==> src/rtl/tr_pkg.sv <==
// tr_pkg: shared band/state types for the tracking step regulator.
package tr_pkg;
    localparam int BAND_W = 2;
    typedef enum logic [BAND_W-1:0] {HOLD = 2'd0, SLOW = 2'd1, FAST = 2'd2} band_t;
    typedef enum logic [1:0] {IDLE, DIR_WAIT, PULSE_HI, PULSE_LO} state_t;
endpackage

==> src/rtl/tr_step_gen.sv <==
// tr_step_gen: step/dir pulse FSM; period chosen by band at each rise, reversal inserts a setup wait.
module tr_step_gen
    import tr_pkg::*;
#(
    parameter int DIV_SLOW  = 1000,
    parameter int DIV_FAST  = 100,
    parameter int PULSE_W   = 1,
    parameter int DIR_SETUP = 50
) (
    input  logic  clk,
    input  logic  rst_n,
    input  logic  enable,
    input  band_t band,
    input  logic  req_dir,
    output logic  drv_step,
    output logic  drv_dir
);
    localparam int CW = $clog2((DIV_SLOW > DIR_SETUP ? DIV_SLOW : DIR_SETUP) + 1);

    state_t        state, state_n;
    logic [CW-1:0] pcnt, pcnt_n, last;
    logic          fast, fast_n, dir_n, go;

    assign go       = band != HOLD;
    assign last     = fast ? CW'(DIV_FAST - 1) : CW'(DIV_SLOW - 1);
    assign drv_step = enable && state == PULSE_HI;

    always_ff @(posedge clk or negedge rst_n)
        if (!rst_n) begin
            state   <= IDLE;
            pcnt    <= '0;
            fast    <= 1'b0;
            drv_dir <= 1'b0;
        end else begin
            state   <= state_n;
            pcnt    <= pcnt_n;
            fast    <= fast_n;
            drv_dir <= dir_n;
        end

    // pcnt counts cycles since the rise (or since the dir change in DIR_WAIT)
    always_comb begin
        state_n = state;
        pcnt_n  = pcnt + 1'b1;
        fast_n  = fast;
        dir_n   = drv_dir;
        if (!enable) begin
            state_n = IDLE;
            pcnt_n  = '0;
        end else case (state)
            IDLE: begin
                pcnt_n = '0;
                if (go && req_dir == drv_dir) begin
                    state_n = PULSE_HI;
                    fast_n  = band == FAST;
                end else if (go) begin
                    state_n = DIR_WAIT;
                    dir_n   = req_dir;
                end
            end
            DIR_WAIT:
                if (pcnt == CW'(DIR_SETUP - 1)) begin
                    pcnt_n  = '0;
                    state_n = go ? PULSE_HI : IDLE;
                    fast_n  = band == FAST;
                end
            PULSE_HI:
                if (pcnt == CW'(PULSE_W - 1)) state_n = PULSE_LO;
            PULSE_LO:
                if (pcnt == last) begin
                    pcnt_n = '0;
                    if (!go) state_n = IDLE;
                    else if (req_dir != drv_dir) begin
                        state_n = DIR_WAIT;
                        dir_n   = req_dir;
                    end else begin
                        state_n = PULSE_HI;
                        fast_n  = band == FAST;
                    end
                end
        endcase
    end
endmodule

==> src/rtl/tr_step_regulator.sv <==
// tr_step_regulator: error banding, stale-data watchdog and stepper drive toward x == x0.
// Define TR_STEP_COUNT_EN to add the signed step position counter on port pos.
module tr_step_regulator
    import tr_pkg::*;
#(
    parameter int AW        = 12,
    parameter int DIV_SLOW  = 1000,
    parameter int DIV_FAST  = 100,
    parameter int PULSE_W   = 1,
    parameter int DIR_SETUP = 50,
    parameter int WDOG_CYC  = 5000,
    parameter int PW        = 16
) (
    input  logic              clk,
    input  logic              rst_n,
    input  logic              enable,
    input  logic              data_valid,
    input  logic [AW-1:0]     x,
    input  logic [AW-1:0]     x0,
    input  logic [AW-1:0]     dx1,
    input  logic [AW-1:0]     dx2,
    output logic              drv_en,
    output logic              drv_step,
    output logic              drv_dir,
    output logic [BAND_W-1:0] band,
    output logic              stale
`ifdef TR_STEP_COUNT_EN
    ,
    output logic [PW-1:0]     pos
`endif
);
    localparam int WW = $clog2(WDOG_CYC + 1);

    if (PW < 1 || DIV_FAST <= PULSE_W || DIV_FAST > DIV_SLOW) begin : g_bad_param
        $error("tr_step_regulator: illegal PW/DIV_FAST/PULSE_W/DIV_SLOW combination");
    end

    logic [AW-1:0] mag;
    logic [WW-1:0] wcnt;
    band_t         band_q, band_n;
    logic          req_dir;

    assign mag    = x >= x0 ? x - x0 : x0 - x;
    assign band_n = mag <= dx1 ? HOLD : mag > dx2 ? FAST : SLOW;
    assign band   = band_q;

    // a data_valid in the expiry cycle takes priority, so stale never rises then
    always_ff @(posedge clk or negedge rst_n)
        if (!rst_n) begin
            drv_en  <= 1'b0;
            stale   <= 1'b0;
            wcnt    <= '0;
            band_q  <= HOLD;
            req_dir <= 1'b0;
        end else begin
            drv_en <= enable;
            if (data_valid) begin
                wcnt    <= '0;
                stale   <= 1'b0;
                band_q  <= band_n;
                req_dir <= x > x0;
            end else if (!stale) begin
                wcnt <= wcnt + 1'b1;
                if (wcnt == WW'(WDOG_CYC - 1)) begin
                    stale  <= 1'b1;
                    band_q <= HOLD;
                end
            end
        end

    tr_step_gen #(
        .DIV_SLOW (DIV_SLOW),
        .DIV_FAST (DIV_FAST),
        .PULSE_W  (PULSE_W),
        .DIR_SETUP(DIR_SETUP)
    ) u_gen (
        .clk     (clk),
        .rst_n   (rst_n),
        .enable  (enable),
        .band    (band_q),
        .req_dir (req_dir),
        .drv_step(drv_step),
        .drv_dir (drv_dir)
    );

`ifdef TR_STEP_COUNT_EN
    logic step_q;

    always_ff @(posedge clk or negedge rst_n)
        if (!rst_n) begin
            step_q <= 1'b0;
            pos    <= '0;
        end else begin
            step_q <= drv_step;
            if (drv_step && !step_q) pos <= drv_dir ? pos - 1'b1 : pos + 1'b1;
        end
`endif
endmodule
==> config.mk <==
export PLATFORM = sky130hd
export DESIGN_NAME = tr_step_regulator
export DESIGN_NICKNAME = d
export VERILOG_FILES = /design/src/rtl/tr_pkg.sv /design/src/rtl/tr_step_gen.sv /design/src/rtl/tr_step_regulator.sv
export SDC_FILE = /design/constraint.sdc
export NUM_CORES = 1
export LEC_CHECK = 0
export ABC_CLOCK_PERIOD_IN_PS = 2300
export BUFFER_PORTS_ARGS = -buffer_cell sky130_fd_sc_hd__buf_2
export CAP_MARGIN = 20
export CORE_ASPECT_RATIO = 1.25
export CORE_MARGIN = 8
export CORE_UTILIZATION = 35
export DETAILED_ROUTE_END_ITERATION = 12
export REMOVE_ABC_BUFFERS = 1
export SLEW_MARGIN = 20
export SYNTH_ARGS = -nofsm -noshare
export SYNTH_HDL_FRONTEND = slang
export SYNTH_SLANG_ARGS = --single-unit
==> constraint.sdc <==
create_clock -name clk -period 2.3 [get_ports clk]
set_clock_uncertainty 0.05 [all_clocks]
set_input_delay 0.46 -clock clk [delete_from_list [all_inputs] [get_ports clk]]
set_output_delay 0.46 -clock clk [all_outputs]
set_load 0.1 [all_outputs]
==> results.yml <==
status:
  status: "finished, violations left"
  violations: "negative setup slack"
pwr:
  ir_drop_v: 0.000341
  power_switching_mw: 1.10
  power_mw: 2.75
  leakagePower_nw: 2.36
  seq_power_share: 0.256
  p_per_area_nw_per_um2: 604
  power.share.combinational: 0.500
  switching_share: 0.399
  clkPwrFrac: 0.245
  power.internal_mw: 1.65
timing:
  fin_crit_ps: 3290
  fin_crit_sh: 1.43
  slew_headroom: 0.541
  finalSetupTns_ps: -1950
  finalHoldViolCount: 0
  maxSlewViolCount: 0
  setup_viol: 2
  max_freq_mhz: 304
  final.setup.worst_slack_ps: -993
  rsz0062_at_grt: "true"
  tightestPinTransition_ps: 689
layout:
  antenna_cells: 0
  layout-drive-gt1-share: 0.316
  syn2layout_area_growth_pct: 34.6
  nets: 630
  final_common_cell: "buf_4"
  fill_cells: 940
  layout_common_cells: "buf_4, inv_1, buf_2, ha_1, nor2_1"
critical_path:
  worstSetupPathType: "in2reg"
  endpoint_kind: "flip-flop"
  r2r_slack_ps: 160
  reg2reg_depth: 6
  cp_slowest_cell: "mux2_2"
  cp_top_family: "compound AO/OA/AOI/OAI gates"
  cp_data_arrival_time_ps: 3410
  crit_fanout: 6
  crit_path_cell_trace: "buf_2 > inv_1 > ha_1 > nand4_1 > nor3_2 > nor4_2 > a21oi_4 > buf_12 > mux2_2 > ha_1 > nor2b_1 > o21a_1 > o21a_1 > o21ai_2 > a21o_1 > o21ai_1"
  start_kind: "input pin"
  critPathMaxStageDelay_ps: 340
  required_ps: 2420
  cp.depth: 16
  path_buf_inv: 3
die:
  io_pins: 58
  die_h_um: 126
  die_w_um: 104
  rows: 40
  die_area_um2: 13100
  start_util: 0.355
  core-area_um2: 9510
route:
  antenna_left: 0
  wl_mm: 8.64
  drc_errors: 0
  wl_per_cell_um: 13.2
  vias: 3161
  first_pass_iters: 4
  drt_iter0_markers: 61
  via_per_inst: 4.85
synth:
  yosys.area.top_type: "dfrtp_1"
  synth_ff_type: "dfrtp_1"
  ys_warn_count: 0
  ys_seq_area_frac: 0.237
  synthArstFlopShare: 1.00
  synth_area_um2: 3370
  ys_ff_latch: 32
  synthTopCellsByArea: "dfrtp_1, ha_1, inv_1"
  synth-edff-count: 0
  synth_cells: 405
  synth_cell_types: 53
  synth.top_cell.area_share: 0.237
  syn_area_per_cell_um2: 8.33
worst_hold_path:
  hold_path.class: "in2async"
clock_tree:
  numCtsBuffers: 5
  cts_tree: "done"
  cts.root.buffer_cell: "clkbuf_16"
  cts_buffer_depth: 2
  clkTransAtPathRegs_ps: 50
  h-tree-depth: 2
  clock-sinks: 32
  clk_latency_ps: 280
grt:
  grt_max_degree: 33
  grt_pass1_vias: 3371
  antenna_found_initial: 0
  grt.overflow.total: 0
  grtUsageTotal: 0.128
  grt_pass1_wl_mm: 14.5
run:
  maxCapViolCount: 0
placed_design:
  io_buffers: 57
  place_congestion: 0.870
  hpwlAfterDp_mm: 6.85
-- registers in the layout, summed over array words and instances (netlist names) --
signal and flops:
stale 1, u_gen.fast 1, drv_en 1, req_dir 1
band 2, u_gen.drv_dir 1, wcnt 13, u_gen.state 2
u_gen.pcnt 10
-- cells by family after synthesis --
kind of cell    share of synthesized area
compound gates                      0.175
xor+xnor                           0.0779
simple gates                        0.177
flops                               0.237
buf+inv                            0.0864
mux                                0.0456
fa+ha+maj                           0.201
-- synthesized netlist by cell type, types with 4 or more instances --
cell type,count
inv_1,58
ha_1,51
nor2_1,40
dfrtp_1,32
a21oi_1,23
nand2_1,17
xor2_1,16
a21o_1,15
o21ai_0,15
xnor2_1,14
nand4_1,13
mux2i_1,12
nor3_1,11
nor2b_1,10
o21a_1,8
nand3_1,7
nand2b_1,5
a211oi_1,4
and3_1,4
buf_2,4
buf_4,4
-- area by class of cell --
type,instances,area [µm²],area share
Tap cell,126,158,0.0347
Timing Repair Buffer,125,836,0.184
Clock inverter,1,7.51,0.00165
Sequential cell,32,801,0.176
Inverter,58,220,0.0485
Multi-Input combinational cell,303,2380,0.523
Clock buffer,7,143,0.0314
-- worst paths after layout --
kind,startpoint,endpoint
max,x[8],band[1]
min,rst_n,wcnt[3]
max reg2reg,u_gen.pcnt[7],u_gen.drv_dir
min reg2reg,u_gen.fast,u_gen.fast
max in group asynchronous,rst_n,u_gen.pcnt[6]
min in group clk,enable,drv_en
-- routing by layer --
layer  part of all wire  global-route usage
met5                  0                   0
met3              0.042              0.0224
met1               0.44               0.145
met2               0.51               0.239
met4              0.012              0.0367
-- per-stage QoR --
| stage | instances | cell area, µm² | setup WS [ps] | hold slack (ps) | util |
|---|---|---|---|---|---|
| 2_1_floorplan | 393 | 3300 | -1420 | 114 | - |
| 3_3_place_gp | 636 | 4190 | -1590 | 466 | 0.441 |
| 3_5_place_dp | 636 | 4190 | -1720 | 468 | 0.441 |
| 4_1_cts | 650 | 4490 | -1030 | 209 | 0.472 |
| 5_1_grt | 652 | 4540 | -1140 | 226 | 0.478 |
| 6_report | 652 | 4540 | -993 | 171 | 0.478 |
-- timing repair --
item	CTS	global route
pin swaps	22	9
setup buffers	6	2
resized for setup	25	9
endpoints found under the setup margin	2	2
hold buffers	0	0
-- power groups by stage --
stage / clock, mW / combinational [mW] / sequential [mW]
2_1_floorplan: 0 / 0.735 / 0.837
3_3_place_gp: 0 / 1.23 / 0.707
3_5_place_dp: 0 / 1.27 / 0.707
4_1_cts: 0.685 / 1.34 / 0.699
5_1_grt: 0.711 / 1.51 / 0.711
6_report: 0.672 / 1.37 / 0.702
Note: power is estimated with default switching activity, not from simulation.
